$ cat src/rtl/rst_seq_if.sv
// Sequencer-side bundle: PLL lock / software request in, per-domain resets and status out.
interface rst_seq_if #(
    parameter int N_DOMAINS = 3
);
    logic                 pll_locked_i;
    logic                 sw_rst_req_i;
    logic [N_DOMAINS-1:0] rst_n_o;
    logic                 done_o;
    logic                 lock_lost_o;

    modport master (
        input  pll_locked_i,
        input  sw_rst_req_i,
        output rst_n_o,
        output done_o,
        output lock_lost_o
    );

    modport slave (
        output pll_locked_i,
        output sw_rst_req_i,
        input  rst_n_o,
        input  done_o,
        input  lock_lost_o
    );
endinterface

$ cat src/rtl/rst_seq.sv
// Reset sequencer: waits for stable PLL lock, then releases reset domains one by one
// in index order; lock loss or a software request re-asserts every domain.
//
// state     | meaning
// ----------+-------------------------------------------------------------
// WAIT_LOCK | all domains in reset, counting consecutive lock_s samples
// RELEASE   | releasing domains 0..N-1, one every STAGE_CYCLES edges
// RUN       | all domains released, outputs held
// HOLD      | software-requested hold, all domains in reset HOLD_CYCLES
module rst_seq #(
    parameter int N_DOMAINS    = 3,
    parameter int LOCK_CYCLES  = 1024,
    parameter int STAGE_CYCLES = 16,
    parameter int HOLD_CYCLES  = 8
) (
    input  logic       clk_i,
    input  logic       rst_n_i,
    rst_seq_if.master  bus
);
    localparam int CNT_MAX_A = (LOCK_CYCLES > STAGE_CYCLES) ? LOCK_CYCLES : STAGE_CYCLES;
    localparam int CNT_MAX   = (CNT_MAX_A > HOLD_CYCLES) ? CNT_MAX_A : HOLD_CYCLES;
    localparam int CNT_W     = $clog2(CNT_MAX) + 1;
    localparam int STG_W     = $clog2(N_DOMAINS) + 1;

    typedef enum logic [1:0] {
        WAIT_LOCK = 2'd0,
        RELEASE   = 2'd1,
        RUN       = 2'd2,
        HOLD      = 2'd3
    } state_t;

    state_t               state_q, state_d;
    logic [CNT_W-1:0]     cnt_q, cnt_d;
    logic [STG_W-1:0]     stg_q, stg_d;
    logic [N_DOMAINS-1:0] rst_q, rst_d;
    logic                 done_q, done_d;
    logic                 lost_q, lost_d;
    logic [1:0]           sync_q;
    logic                 lock_s;

    always_ff @(posedge clk_i or negedge rst_n_i) begin
        if (!rst_n_i) begin
            sync_q <= 2'b00;
        end else begin
            sync_q <= {sync_q[0], bus.pll_locked_i};
        end
    end

    assign lock_s = sync_q[1];

    always_ff @(posedge clk_i or negedge rst_n_i) begin
        if (!rst_n_i) begin
            state_q <= WAIT_LOCK;
            cnt_q   <= '0;
            stg_q   <= '0;
            rst_q   <= '0;
            done_q  <= 1'b0;
            lost_q  <= 1'b0;
        end else begin
            state_q <= state_d;
            cnt_q   <= cnt_d;
            stg_q   <= stg_d;
            rst_q   <= rst_d;
            done_q  <= done_d;
            lost_q  <= lost_d;
        end
    end

    always_comb begin
        state_d = state_q;
        cnt_d   = cnt_q;
        stg_d   = stg_q;
        rst_d   = rst_q;
        done_d  = done_q;
        lost_d  = 1'b0;

        case (state_q)
            WAIT_LOCK: begin
                if (bus.sw_rst_req_i) begin
                    state_d = HOLD;
                    cnt_d   = '0;
                    rst_d   = '0;
                    done_d  = 1'b0;
                end else if (!lock_s) begin
                    cnt_d = '0;
                end else if (cnt_q == CNT_W'(LOCK_CYCLES - 1)) begin
                    state_d = RELEASE;
                    cnt_d   = '0;
                    stg_d   = '0;
                end else begin
                    cnt_d = cnt_q + CNT_W'(1);
                end
            end

            RELEASE: begin
                // Software request outranks lock loss, so no lock_lost pulse in that case.
                if (bus.sw_rst_req_i) begin
                    state_d = HOLD;
                    cnt_d   = '0;
                    rst_d   = '0;
                    done_d  = 1'b0;
                end else if (!lock_s) begin
                    state_d = WAIT_LOCK;
                    cnt_d   = '0;
                    rst_d   = '0;
                    done_d  = 1'b0;
                    lost_d  = 1'b1;
                end else if (cnt_q == CNT_W'(STAGE_CYCLES - 1)) begin
                    cnt_d = '0;
                    stg_d = stg_q + STG_W'(1);
                    for (int i = 0; i < N_DOMAINS; i++) begin
                        if (stg_q == STG_W'(i)) rst_d[i] = 1'b1;
                    end
                    if (stg_q == STG_W'(N_DOMAINS - 1)) begin
                        state_d = RUN;
                        done_d  = 1'b1;
                    end
                end else begin
                    cnt_d = cnt_q + CNT_W'(1);
                end
            end

            RUN: begin
                if (bus.sw_rst_req_i) begin
                    state_d = HOLD;
                    cnt_d   = '0;
                    rst_d   = '0;
                    done_d  = 1'b0;
                end else if (!lock_s) begin
                    state_d = WAIT_LOCK;
                    cnt_d   = '0;
                    rst_d   = '0;
                    done_d  = 1'b0;
                    lost_d  = 1'b1;
                end
            end

            HOLD: begin
                if (cnt_q == CNT_W'(HOLD_CYCLES - 1)) begin
                    state_d = WAIT_LOCK;
                    cnt_d   = '0;
                end else begin
                    cnt_d = cnt_q + CNT_W'(1);
                end
            end

            default: begin
                state_d = WAIT_LOCK;
                cnt_d   = '0;
                stg_d   = '0;
                rst_d   = '0;
                done_d  = 1'b0;
            end
        endcase
    end

    assign bus.rst_n_o     = rst_q;
    assign bus.done_o      = done_q;
    assign bus.lock_lost_o = lost_q;
endmodule

$ cat src/flat_wrapper.sv
// flat-port wrapper written by rule: the top's interface ports become plain ports
module rst_seq_flat 
#(
    parameter int N_DOMAINS    = 3,
    parameter int LOCK_CYCLES  = 1024,
    parameter int STAGE_CYCLES = 16,
    parameter int HOLD_CYCLES  = 8
)
  (clk_i, rst_n_i, bus_pll_locked_i, bus_sw_rst_req_i, bus_rst_n_o, bus_done_o, bus_lock_lost_o);
  rst_seq_if #(.N_DOMAINS(N_DOMAINS)) bus_i ();
  input  logic clk_i;
  input  logic rst_n_i;
  input wire logic [$bits(bus_i.pll_locked_i)-1:0] bus_pll_locked_i;
  input wire logic [$bits(bus_i.sw_rst_req_i)-1:0] bus_sw_rst_req_i;
  output wire logic [$bits(bus_i.rst_n_o)-1:0] bus_rst_n_o;
  output wire logic [$bits(bus_i.done_o)-1:0] bus_done_o;
  output wire logic [$bits(bus_i.lock_lost_o)-1:0] bus_lock_lost_o;
  assign bus_i.pll_locked_i = bus_pll_locked_i;
  assign bus_i.sw_rst_req_i = bus_sw_rst_req_i;
  assign bus_rst_n_o = bus_i.rst_n_o;
  assign bus_done_o = bus_i.done_o;
  assign bus_lock_lost_o = bus_i.lock_lost_o;
  rst_seq #(.N_DOMAINS(N_DOMAINS), .LOCK_CYCLES(LOCK_CYCLES), .STAGE_CYCLES(STAGE_CYCLES), .HOLD_CYCLES(HOLD_CYCLES)) u_core (.clk_i(clk_i), .rst_n_i(rst_n_i), .bus(bus_i));
endmodule
$ cat config.mk
export PLATFORM = sky130hd
export DESIGN_NAME = rst_seq_flat
export DESIGN_NICKNAME = d
export VERILOG_FILES = /design/src/rtl/rst_seq_if.sv /design/src/rtl/rst_seq.sv /design/src/flat_wrapper.sv
export SDC_FILE = /design/constraint.sdc
export NUM_CORES = 1
export LEC_CHECK = 0
export ABC_AREA = 1
export BUFFER_PORTS_ARGS = -buffer_cell sky130_fd_sc_hd__clkbuf_2
export CORE_MARGIN = 2
export CORE_UTILIZATION = 45
export CTS_BUF_LIST = sky130_fd_sc_hd__clkbuf_16
export DETAILED_ROUTE_END_ITERATION = 6
export PLACE_DENSITY_LB_ADDON = 0.1
export SLEW_MARGIN = 20
export SYNTH_ARGS = -nofsm -noshare
export SYNTH_HDL_FRONTEND = slang
export SYNTH_SLANG_ARGS = --single-unit
$ cat constraint.sdc
create_clock -name clk_i -period 2.1 [get_ports clk_i]
set_clock_uncertainty 0.15 [all_clocks]
set_input_delay 0.105 -clock clk_i [delete_from_list [all_inputs] [get_ports clk_i]]
set_output_delay 0.105 -clock clk_i [all_outputs]
set_load 0.1 [all_outputs]
# --- Yosys cells after proc, flatten, opt, wreduce, memory -nomap -nowiden ---
# Cells that the tools add are included.
word_totals:
  reg_bits: 23
  in_bits: 4
  out_inout_bits: 5
  wordCells: 92
op_classes:
  addsub: 2
  eq_ne: 23
  muxes: 48
  n_reduce_logical: 10
op_table:
  columns: ["operator", "count"]
  rows:
  - ["$mux W11", 9]
  - ["$pmux W11 S4", 1]
  - ["$mux W3", 12]
  - ["$mux W2", 10]
  - ["$ne A4 B4 Y1 const B", 4]
  - ["$reduce_and A5 Y1", 3]
  - ["$mux W1", 12]
  - ["$add A11 B1 Y11 const B", 1]
  - ["$eq A11 B10 Y1 const B", 1]
  - ["$eq A11 B3 Y1 const B", 1]
  - ["$eq A11 B4 Y1 const B", 1]
  - ["$ne A2 B1 Y1 const B", 5]
  - ["$pmux W3 S3", 1]
  - ["$pmux W2 S4", 1]
  - ["$reduce_and A7 Y1", 1]
  - ["$ne A2 B2 Y1 const B", 3]
  - ["$ne A3 B2 Y1 const B", 2]
  - ["$pmux W3 S2", 1]
  - ["$reduce_and A6 Y1", 1]
  - ["$eq A2 B2 Y1 const B", 2]
  - ["$add A3 B1 Y3 const B", 1]
  - ["$eq A3 B1 Y1 const B", 1]
  - ["$eq A3 B2 Y1 const B", 1]
  - ["$logic_not A3 Y1", 1]
  - ["7 further kinds", 7]

# --- Longest topological paths before layout ---
# Gate-level depths: netlist of run 1.
depth:
  depth_word: 6
  mapped_depth: 10
  depth_no_buf: 10

# --- Worst setup path after synthesis of run 1 ---
# Ideal clock, no wire load.
synth_timing:
  path_type: "register to output"
  startpoint: "register u_core.bus.done_o (netlist name)"
  endpoint: "output port bus_rst_n_o[2]"
  t_arrival_ns: 1.340
  required_time_ns: 1.845
  slack_ns: 0.505
  path_stages_with_launch: 2
  path_buffers: 1
  cell_sequence: "dfrtp_1 buf_4"
synth_rtl:
  columns: ["element", "line", "rtl"]
  rows:
  - ["to (decl)", "flat_wrapper.sv:15", "output wire logic [$bits(bus_i.rst_n_o)-1:0] bus_rst_n_o;"]

# --- Worst setup path after layout of run 1 ---
layout_timing:
  startpoint: "register u_core.state_q[1]"
  endpoint: "register u_core.cnt_q[1]"
layout_between:
  elab_chain_cells: 2
  word_cells_on_any_way: 6
  classes_between: "eq/ne: 4; mux: 1; reduce/logical: 1"
layout_lines:
  columns: ["element", "line", "rtl"]
  rows:
  - ["from (decl)", "rst_seq.sv:32", "state_t state_q, state_d;"]
  - ["from (signal assigned)", "rst_seq.sv:60", "state_q <= state_d;"]
  - ["$eq A2 B2 Y1, or another cell as far along", "rst_seq.sv:77", "case (state_q)"]
  - ["$pmux W11 S4 / $ne A3 B3 Y1 (equally long branches)", null, null]
  - ["to (signal assigned)", "rst_seq.sv:61", "cnt_q <= cnt_d;"]
  - ["to (decl)", "rst_seq.sv:33", "logic [CNT_W-1:0] cnt_q, cnt_d;"]
# Parallel ways exist; a longest one is shown, timed or not.
# A chain may end at the register's enable or synchronous reset.

==> metrics, run 1 <==
highest clock frequency the design can meet 0.555 GHz; Yosys warnings 0; Slew @ Worst Pin 551 ps; total net switching power 949 uW; Remaining DRCs 0; most prevalent standard cell on the critical path sky130_fd_sc_hd__inv_1; post-route standard cell area excluding fillers 1680 um^2; Floorplan Core Area 3050 um^2; count of standard-cell rows 20; cell family contributing the most delay on the critical path simple AND/OR/NAND/NOR gates; floorplan die height 60.7 um; critical path data arrival time 1830 ps; R2R setup slack 300 ps; placed wire-length estimate 2360 um; critical path cell sequence inv_1 > ha_1 > inv_1 > nor2_2 > nand2_2 > nand3_2 > nand2_4 > o21ai_1; synthesized net count 204; number of detailed-routing iterations run before antenna repair 4; post-detailed-route via-to-cell ratio 5.04; final net count 220; nature of the critical path startpoint flip-flop; final cycle utilization of the critical path 85.8%; clock sink total 22; Avg Inst Size Synth 7.61 um^2; Async S/R FF share, synth 100%; area enclosed by the die boundary 3680 um^2; worst hold slack across all endpoints 205 ps; Internal 1.17 mW; flip-flop cell with the highest count after synthesis sky130_fd_sc_hd__dfrtp_1; worst-path cell with the longest stage delay sky130_fd_sc_hd__dfrtp_1; cells resized by post-CTS repair 0; Power Density 1260 nW/um^2; TritonCTS clock tree done; post-CTS clock slew at the launch and capture registers of the worst setup and hold paths 60 ps; Peak supply drop 0.642 mV; wire length of the first global-routing pass 5160 um; Final Hold Vio Count 0; number of setup violations in the final report 0; outcome finished, final reports clean; fillcell total 306; Placed Instance Area 1540 um^2; startpoint of the tightest hold check path u_core.sync_q[0]; number of placed I/O pins 9; launch instance of the worst register-to-register path u_core.state_q[1]; vias after detailed routing 1,256; initial DRC count 62; Post-synth top cells sky130_fd_sc_hd__nand2_1, sky130_fd_sc_hd__inv_1, sky130_fd_sc_hd__dfrtp_1, sky130_fd_sc_hd__nor2_1, sky130_fd_sc_hd__a21oi_1; number of hold buffers added after cts 3; simple logic cell fraction of the synthesized area 32.2%; Buf/Inv on CP 2; synthesis-to-layout area growth 16.1%; Setup TNS Final 0 ps; Critical Path End Type flip-flop; number of levels the H-tree was split into 1; GPL Wtd Cong 0.851; Min-Delay Path Class reg2reg; number of enable-type register cells in the synthesized netlist 0; required time of the critical path 2130 ps; headroom to the max-slew limit 63.3%; largest stage delay on the critical path 410 ps; final worst setup slack 299 ps; most used standard cell by instance count after synthesis sky130_fd_sc_hd__nand2_1; hold worst-path end u_core.sync_q[1]; number of synthesized register bits 22; main combinational cell family by area after synthesis simple AND/OR/NAND/NOR gates; Switching Fraction 44.8%; number of antenna diodes 0; fraction of the yosys area taken by sequential cells 38.1%; number of antenna violations at the first check in global routing 0; length in cells of the worst reg-to-reg path 8; vias in the first global route 1,197; synthesized-area fraction occupied by ao, oa, aoi and oai cells 9.95%; FF-to-FF End u_core.cnt_q[1]; CTS buffer count 3; Max Transition Viols Final 0; grt ovf 0; cell chosen for the clock root sky130_fd_sc_hd__clkbuf_16; adder-cell share of the synthesized area 8.65%; Synth Area in XOR/XNOR 3.03%; Post-Synthesis Cell Area 1450 um^2; Final Routed Wirelength 2970 um; total global routing track utilization 18.8%; starting utilization of the core area 47.4%; clock insertion delay at the later pin of the skew report 260 ps; hold depth 0; number of violations of the max-capacitance limit 0; share of synthesized area spent on multiplexers 0%; share of post-route cells with drive strength above 1 16.1%; chip width 60.7 um; share of the synthesized area in the top cell type 38.1%; post-synthesis instance total 190; biggest area contributors in the synthesized netlist sky130_fd_sc_hd__dfrtp_1, sky130_fd_sc_hd__nand2_1, sky130_fd_sc_hd__ha_1; Util after Layout 55.0%; RSZ-0062 raised after global routing false; P_leak 0.826 nW; pin count of the biggest net entering global routing 23; power share of the sequential group 27.7%; postcts setup bufs 0; biggest fanout along the worst timing path 9; Post-Place Worst Slack 311 ps; deepest clock path buffer count 2; antenna violation net count after detailed routing 0; count of port buffers added during placement 8; routed wirelength normalized by instance count 11.9 um; post-synth top area cell sky130_fd_sc_hd__dfrtp_1; Crit Path Category reg2reg; final period demand of the worst path 1800 ps; count of cell types in the netlist 29; Logic pwr share 46.9%; clock network fraction of total power 25.4%
flip-flops by register name (all words and copies together), names as in the netlist:
name,flops
u_core.bus.lock_lost_o,1
u_core.stg_q,3
u_core.bus.done_o,1
u_core.state_q,2
u_core.sync_q,2
u_core.bus.rst_n_o,2
u_core.cnt_q,11
metal layers:
metal | track usage (%) | vias up | wire length (um)
met5 | 0 | - | 0
met4 | 8.39 | 0 | 53
met3 | 2.56 | 5 | 105
met2 | 31.5 | 23 | 1460
met1 | 24.3 | 594 | 1350
li1 | - | 634 | -
worst max-delay path by stage:
stage	start	depth (start not counted)	endpoint	slack [ps]
2_1_floorplan	u_core.bus.done_o	1	bus_rst_n_o[2]	510
3_3_place_gp	u_core.state_q[1]	8	u_core.cnt_q[2]	360
3_5_place_dp	u_core.state_q[1]	8	u_core.cnt_q[1]	310
4_1_cts	u_core.state_q[1]	8	u_core.cnt_q[1]	300
5_1_grt	u_core.state_q[1]	8	u_core.cnt_q[7]	130
6_report	u_core.state_q[1]	8	u_core.cnt_q[1]	300
cell families after synthesis:
kind of cell,count (synthesis)
and+or+nand+nor,98
buffers and inverters,30
AOI/OAI and AO/OA,25
DFF,22
adders and majority gates,10
xor gates and xnor gates,5
cells in the final DEF (no fill, tap or decap), types with 2 or more instances in the layout:
cell type                       Yosys  routed
sky130_fd_sc_hd__a21oi_1           11      11
sky130_fd_sc_hd__buf_4              1       2
sky130_fd_sc_hd__clkbuf_16          0       3
sky130_fd_sc_hd__clkbuf_2           0       8
sky130_fd_sc_hd__dfrtp_1           22      22
sky130_fd_sc_hd__dlygate4sd3_1      0       3
sky130_fd_sc_hd__ha_1              10      10
sky130_fd_sc_hd__inv_1             27      27
sky130_fd_sc_hd__nand2_1           49      49
sky130_fd_sc_hd__nand2_2            5       5
sky130_fd_sc_hd__nand3_1            9       9
sky130_fd_sc_hd__nand3_2            2       2
sky130_fd_sc_hd__nand4_1            7       7
sky130_fd_sc_hd__nor2_1            16      16
sky130_fd_sc_hd__nor2_2             3       3
sky130_fd_sc_hd__nor2_4             2       2
sky130_fd_sc_hd__o21ai_0            5       5
sky130_fd_sc_hd__o21ai_1            3       3
sky130_fd_sc_hd__o21ai_2            2       2
sky130_fd_sc_hd__xor2_1             4       4
through the flow:
step	instances	total power, mW
floorplan	190	1.39
global placement	242	1.56
detailed placement	242	1.59
CTS	249	2.13
global route	249	2.27
finish	249	2.12
area by class of cell:
type / count / area (um^2) / share of cell area (%)
Multi-Input combinational cell: 138 / 778 / 46.3
Inverter: 28 / 105 / 6.26
Tap cell: 44 / 55.1 / 3.28
Clock buffer: 3 / 75.1 / 4.47
Sequential cell: 22 / 551 / 32.8
Clock inverter: 1 / 30.0 / 1.79
Timing Repair Buffer: 13 / 85.1 / 5.07
power by group through the flow:
stage          Clock [mW]  Combinational, mW  Sequential [mW]
3_5_place_dp            0              0.992            0.594
2_1_floorplan           0              0.610            0.779
3_3_place_gp            0              0.976            0.586
5_1_grt             0.565               1.11            0.598
6_report            0.537              0.993            0.586
4_1_cts             0.549               1.00            0.586
(Power assumes the default switching activity.)
==> inputs of run 2 (changes only) <==
--- a/config.mk
+++ b/config.mk
@@ -7,8 +7,11 @@
 export LEC_CHECK = 0
 export ABC_AREA = 1
 export BUFFER_PORTS_ARGS = -buffer_cell sky130_fd_sc_hd__clkbuf_2
+export CAP_MARGIN = 10
+export CELL_PAD_IN_SITES_DETAIL_PLACEMENT = 1
+export CELL_PAD_IN_SITES_GLOBAL_PLACEMENT = 2
 export CORE_MARGIN = 2
-export CORE_UTILIZATION = 45
+export CORE_UTILIZATION = 35
 export CTS_BUF_LIST = sky130_fd_sc_hd__clkbuf_16
 export DETAILED_ROUTE_END_ITERATION = 6
 export PLACE_DENSITY_LB_ADDON = 0.1
==> metrics, run 2 (same netlist as run 1, synthesis figures left out) <==
outcome finished, final reports clean; startpoint of the tightest hold check path u_core.sync_q[0]; antenna violation net count after detailed routing 0; final worst setup slack 277 ps; required time of the critical path 2120 ps; total global routing track utilization 18.2%; nature of the critical path startpoint flip-flop; flip-flop count of the largest register, all copies and words added 11; Floorplan Core Area 4000 um^2; Power Density 1210 nW/um^2; CTS buffer count 3; count of standard-cell rows 23; final net count 220; number of detailed-routing iterations run before antenna repair 3; postcts setup bufs 0; critical path data arrival time 1840 ps; RSZ-0062 raised after global routing false; worst setup path startpoint u_core.state_q[1]; sequential cell area 551 um^2; cell chosen for the clock root sky130_fd_sc_hd__clkbuf_16; hold depth 0; Final Hold Vio Count 0; wire length of the first global-routing pass 6110 um; Remaining DRCs 0; biggest fanout along the worst timing path 9; deepest clock path buffer count 2; Setup TNS Final 0 ps; share of post-route cells with drive strength above 1 16.2%; TritonCTS clock tree done; Critical Path End Type flip-flop; count of port buffers added during placement 8; grt ovf 0; clock sink total 22; number of antenna violations at the first check in global routing 0; top library cells by usage in the layout, fill and taps aside sky130_fd_sc_hd__nand2_1, sky130_fd_sc_hd__inv_1, sky130_fd_sc_hd__dfrtp_1, sky130_fd_sc_hd__nor2_1, sky130_fd_sc_hd__a21oi_1; chip width 68.3 um; headroom to the max-slew limit 61.7%; area enclosed by the die boundary 4660 um^2; vias after detailed routing 1,231; Util after Layout 41.5%; routed wirelength normalized by instance count 13.9 um; total area of multi-input combinational cells 781 um^2; highest clock frequency the design can meet 0.549 GHz; Min-Delay Path Class reg2reg; number of placed I/O pins 9; number of setup violations in the final report 0; final cycle utilization of the critical path 86.8%; fillcell total 499; P_leak 0.811 nW; post-CTS clock slew at the launch and capture registers of the worst setup and hold paths 60 ps; GPL Wtd Cong 0.802; Post-Place Worst Slack 225 ps; post-detailed-route via-to-cell ratio 4.85; Slew @ Worst Pin 575 ps; floorplan die height 68.3 um; final period demand of the worst path 1820 ps; Final Routed Wirelength 3520 um; number of violations of the max-capacitance limit 0; clock insertion delay at the later pin of the skew report 250 ps; vias in the first global route 1,346; initial DRC count 33; Crit Path Category reg2reg; Peak supply drop 0.503 mV; Max Transition Viols Final 0; largest reg by FF count u_core.cnt_q; leading cell type in the layout, fill and taps excluded sky130_fd_sc_hd__nand2_1; number of antenna diodes 0; placed wire-length estimate 2820 um; length in cells of the worst reg-to-reg path 8; launch instance of the worst register-to-register path u_core.state_q[1]; number of levels the H-tree was split into 1; pin count of the biggest net entering global routing 23; Top Registers u_core.cnt_q: 11 flops, u_core.stg_q: 3 flops; starting utilization of the core area 36.2%; synthesis-to-layout area growth 14.7%
-- run 2: cell count changes in the layout (fill, tap and decap cells not counted), sizes merged --
cell | previous run | this run
bufinv | 1 | 0
-- run 2: worst max-delay path, stage by stage, from the launching register on --
cell                      delay [ps]
sky130_fd_sc_hd__dfrtp_1         410
sky130_fd_sc_hd__inv_1           120
sky130_fd_sc_hd__ha_2            240
sky130_fd_sc_hd__inv_1           110
sky130_fd_sc_hd__nor2_2          190
sky130_fd_sc_hd__nand2_2         120
sky130_fd_sc_hd__nand3_2         130
sky130_fd_sc_hd__nand2_4         110
sky130_fd_sc_hd__a21oi_1         150
-- run 2: layer usage --
| metal | track usage, % | wire length (um) |
|---|---|---|
| met1 | 21.2 | 1620 |
| met2 | 33.4 | 1820 |
| met3 | 2.47 | 41 |
| met4 | 6.75 | 35 |
| met5 | 0 | 0 |
-- run 2: path summary, 6_finish.rpt --
path | end | slack [ps]
min in group asynchronous | u_core.cnt_q[3] | 230
worst max register to register | u_core.cnt_q[2] | 280
worst min register to register | u_core.sync_q[1] | 200
max in group asynchronous | u_core.bus.rst_n_o[1] | 1190
worst max-delay path | u_core.cnt_q[2] | 280
worst min-delay path | u_core.sync_q[1] | 200
-- run 2: area by class of cell --
cell class                      count  share of cell area (%)
Multi-Input combinational cell    138                    47.1
Sequential cell                    22                    33.2
Inverter                           28                    6.33
Timing Repair Buffer               13                    5.13
Clock buffer                        3                    4.52
Tap cell                           50                    3.77
-- run 2: report_power, final --
part / leakage (nW) / internal (mW) / total (mW) / switching (mW)
clock network: 0.0370 / 0.251 / 0.394 / 0.142
registers: 0.295 / 0.511 / 0.588 / 0.0774
logic: 0.479 / 0.282 / 1.02 / 0.740
total: 0.811 / 1.04 / 2.00 / 0.959
-- run 2: repair_timing --
action | 4_1_cts | 5_1_grt
setup endpoints to repair | 0 | 1
endpoints found under the hold margin | 24 | 0
hold buffers | 3 | 0
gates resized for setup | 0 | 1
-- run 2: through the flow --
step	std cells	power (mW)	area [um^2]	hold slack (ps)
3_3_place_gp	248	1.59	1550	-26.4
5_1_grt	254	2.17	1660	217
4_1_cts	254	2.03	1660	209
2_1_floorplan	190	1.39	1450	-341
3_5_place_dp	248	1.62	1550	-14.3
6_report	254	2.00	1660	202
==> inputs of run 3 (changes only) <==
--- a/config.mk
+++ b/config.mk
@@ -7,9 +7,6 @@
 export LEC_CHECK = 0
 export ABC_AREA = 1
 export BUFFER_PORTS_ARGS = -buffer_cell sky130_fd_sc_hd__clkbuf_2
-export CAP_MARGIN = 10
-export CELL_PAD_IN_SITES_DETAIL_PLACEMENT = 1
-export CELL_PAD_IN_SITES_GLOBAL_PLACEMENT = 2
 export CORE_MARGIN = 2
 export CORE_UTILIZATION = 35
 export CTS_BUF_LIST = sky130_fd_sc_hd__clkbuf_16
==> metrics, run 3 (same netlist as run 1, synthesis figures left out) <==
post-detailed-route via-to-cell ratio 4.77; global route hottest layer met2; Final Routed Wirelength 2940 um; critical path cell sequence inv_1 > ha_1 > nand2_1 > nand3_1 > o21ai_0 > o21ai_0 > a21oi_1; GPL Wtd Cong 0.812; vias in the first global route 1,208; GR Layer Usage met2 23.9%; headroom to the max-slew limit 61.8%; number of setup violations in the final report 0; RSZ-0062 raised after global routing false; number of placed I/O pins 9; pin count of the biggest net entering global routing 23; antenna violation net count after detailed routing 0; area enclosed by the die boundary 4660 um^2; CTS buffer count 3; Critical Path End Type flip-flop; Slew @ Worst Pin 573 ps; synthesis-to-layout area growth 14.8%; clock insertion delay at the later pin of the skew report 260 ps; Buf/Inv on CP 1; Setup TNS Final 0 ps; final period demand of the worst path 1810 ps; cell chosen for the clock root sky130_fd_sc_hd__clkbuf_16; largest reg by FF count u_core.cnt_q; nature of the critical path startpoint flip-flop; highest clock frequency the design can meet 0.551 GHz; initial DRC count 56; postcts setup bufs 0; most prevalent standard cell on the critical path sky130_fd_sc_hd__o21ai_0; chip width 68.3 um; worst-path cell with the longest stage delay sky130_fd_sc_hd__dfrtp_1; count of standard-cell rows 23; flip-flop count of the largest register, all copies and words added 11; TritonCTS clock tree done; Max Transition Viols Final 0; starting utilization of the core area 36.2%; final cycle utilization of the critical path 86.4%; Power Density 1200 nW/um^2; routed wirelength normalized by instance count 11.5 um; top library cells by usage in the layout, fill and taps aside sky130_fd_sc_hd__nand2_1, sky130_fd_sc_hd__inv_1, sky130_fd_sc_hd__dfrtp_1, sky130_fd_sc_hd__nor2_1, sky130_fd_sc_hd__a21oi_1; Remaining DRCs 0; number of violations of the max-capacitance limit 0; post-CTS clock slew at the launch and capture registers of the worst setup and hold paths 60 ps; number of antenna violations at the first check in global routing 0; leading cell type in the layout, fill and taps excluded sky130_fd_sc_hd__nand2_1; count of port buffers added during placement 8; number of antenna diodes 0; number of detailed-routing iterations run before antenna repair 4; vias after detailed routing 1,217; Placed Instance Area 1550 um^2; clock sink total 22; post-route standard cell area excluding fillers 1660 um^2; deepest clock path buffer count 2; biggest fanout along the worst timing path 10; Top Registers u_core.cnt_q: 11 flops, u_core.stg_q: 3 flops; final net count 220; Peak supply drop 0.593 mV; cell family contributing the most delay on the critical path simple AND/OR/NAND/NOR gates; R2R setup slack 290 ps; Final Hold Vio Count 0; critical path data arrival time 1850 ps; wire length of the first global-routing pass 5310 um; met1 usage in global routing 20.7%; required time of the critical path 2140 ps; outcome finished, final reports clean; placed wire-length estimate 2260 um; share of post-route cells with drive strength above 1 15.6%; largest stage delay on the critical path 390 ps; number of levels the H-tree was split into 1; cells resized by post-CTS repair 0; Min-Delay Path Class reg2reg; Floorplan Core Area 4000 um^2; floorplan die height 68.3 um; Crit Path Category reg2reg; P_leak 0.814 nW; met3 GRT Util 2.14%; total global routing track utilization 15.2%; grt ovf 0
run 3: changes by cell type in the layout (fill, tap and decap cells not counted):
cell                       before  now
sky130_fd_sc_hd__ha_1           9   10
sky130_fd_sc_hd__ha_2           1    0
sky130_fd_sc_hd__clkinv_1       0    1
run 3: path summary, 6_finish.rpt:
| kind | start | cells after the start | to |
|---|---|---|---|
| setup / recovery | u_core.state_q[0] | 7 | u_core.cnt_q[7] |
| hold / removal | u_core.sync_q[0] | 0 | u_core.sync_q[1] |
| min in group asynchronous | rst_n_i | 2 | u_core.cnt_q[5] |
| hold reg to reg | u_core.sync_q[0] | 0 | u_core.sync_q[1] |
| max in group asynchronous | rst_n_i | 2 | u_core.stg_q[2] |
| setup reg to reg | u_core.state_q[0] | 7 | u_core.cnt_q[7] |
run 3: final cells by class:
| class | instances | area [um^2] |
|---|---|---|
| sequential | 22 | 551 |
| clock inverter | 1 | 3.75 |
| timing repair buffer | 13 | 85.1 |
| clock buffer | 3 | 75.1 |
| fill | 411 | 2340 |
| inverter | 28 | 105 |
| tap | 50 | 62.6 |
| multi-input combinational | 138 | 778 |
run 3: worst reg2reg max path: stages, from the launching register on:
cell	delay, ps
sky130_fd_sc_hd__dfrtp_1	390
sky130_fd_sc_hd__inv_1	90
sky130_fd_sc_hd__ha_1	220
sky130_fd_sc_hd__nand2_1	290
sky130_fd_sc_hd__nand3_1	180
sky130_fd_sc_hd__o21ai_0	190
sky130_fd_sc_hd__o21ai_0	120
sky130_fd_sc_hd__a21oi_1	120
run 3: layer usage:
metal  vias to the layer above  share of wire [%]
met3                         5                2.7
met5                         -                  0
li1                        638                  -
met4                         0                1.6
met2                        26                 45
met1                       548                 51
run 3: stage by stage:
stage	std cells	hold WS, ps	power, mW	worst slack [ps]	utilization [%]
after floorplan	190	-341	1.39	505	-
after global placement	248	-23.0	1.56	335	38.8
after detailed placement	248	-16.6	1.58	293	38.8
after CTS	255	206	2.00	283	41.5
after global routing	255	218	2.16	136	41.5
final	255	204	1.99	287	41.5
run 3: report_power, final:
| group | internal [mW] | leakage (nW) | switching, mW |
|---|---|---|---|
| sequential | 0.511 | 0.295 | 0.0732 |
| combinational | 0.279 | 0.480 | 0.713 |
| clock | 0.255 | 0.0385 | 0.160 |
| total | 1.04 | 0.814 | 0.946 |
run 3: timing repair:
action / in CTS / in global routing
hold endpoints to repair: 24 / 0
hold buffers: 3 / 0
setup endpoints to repair: 0 / 0
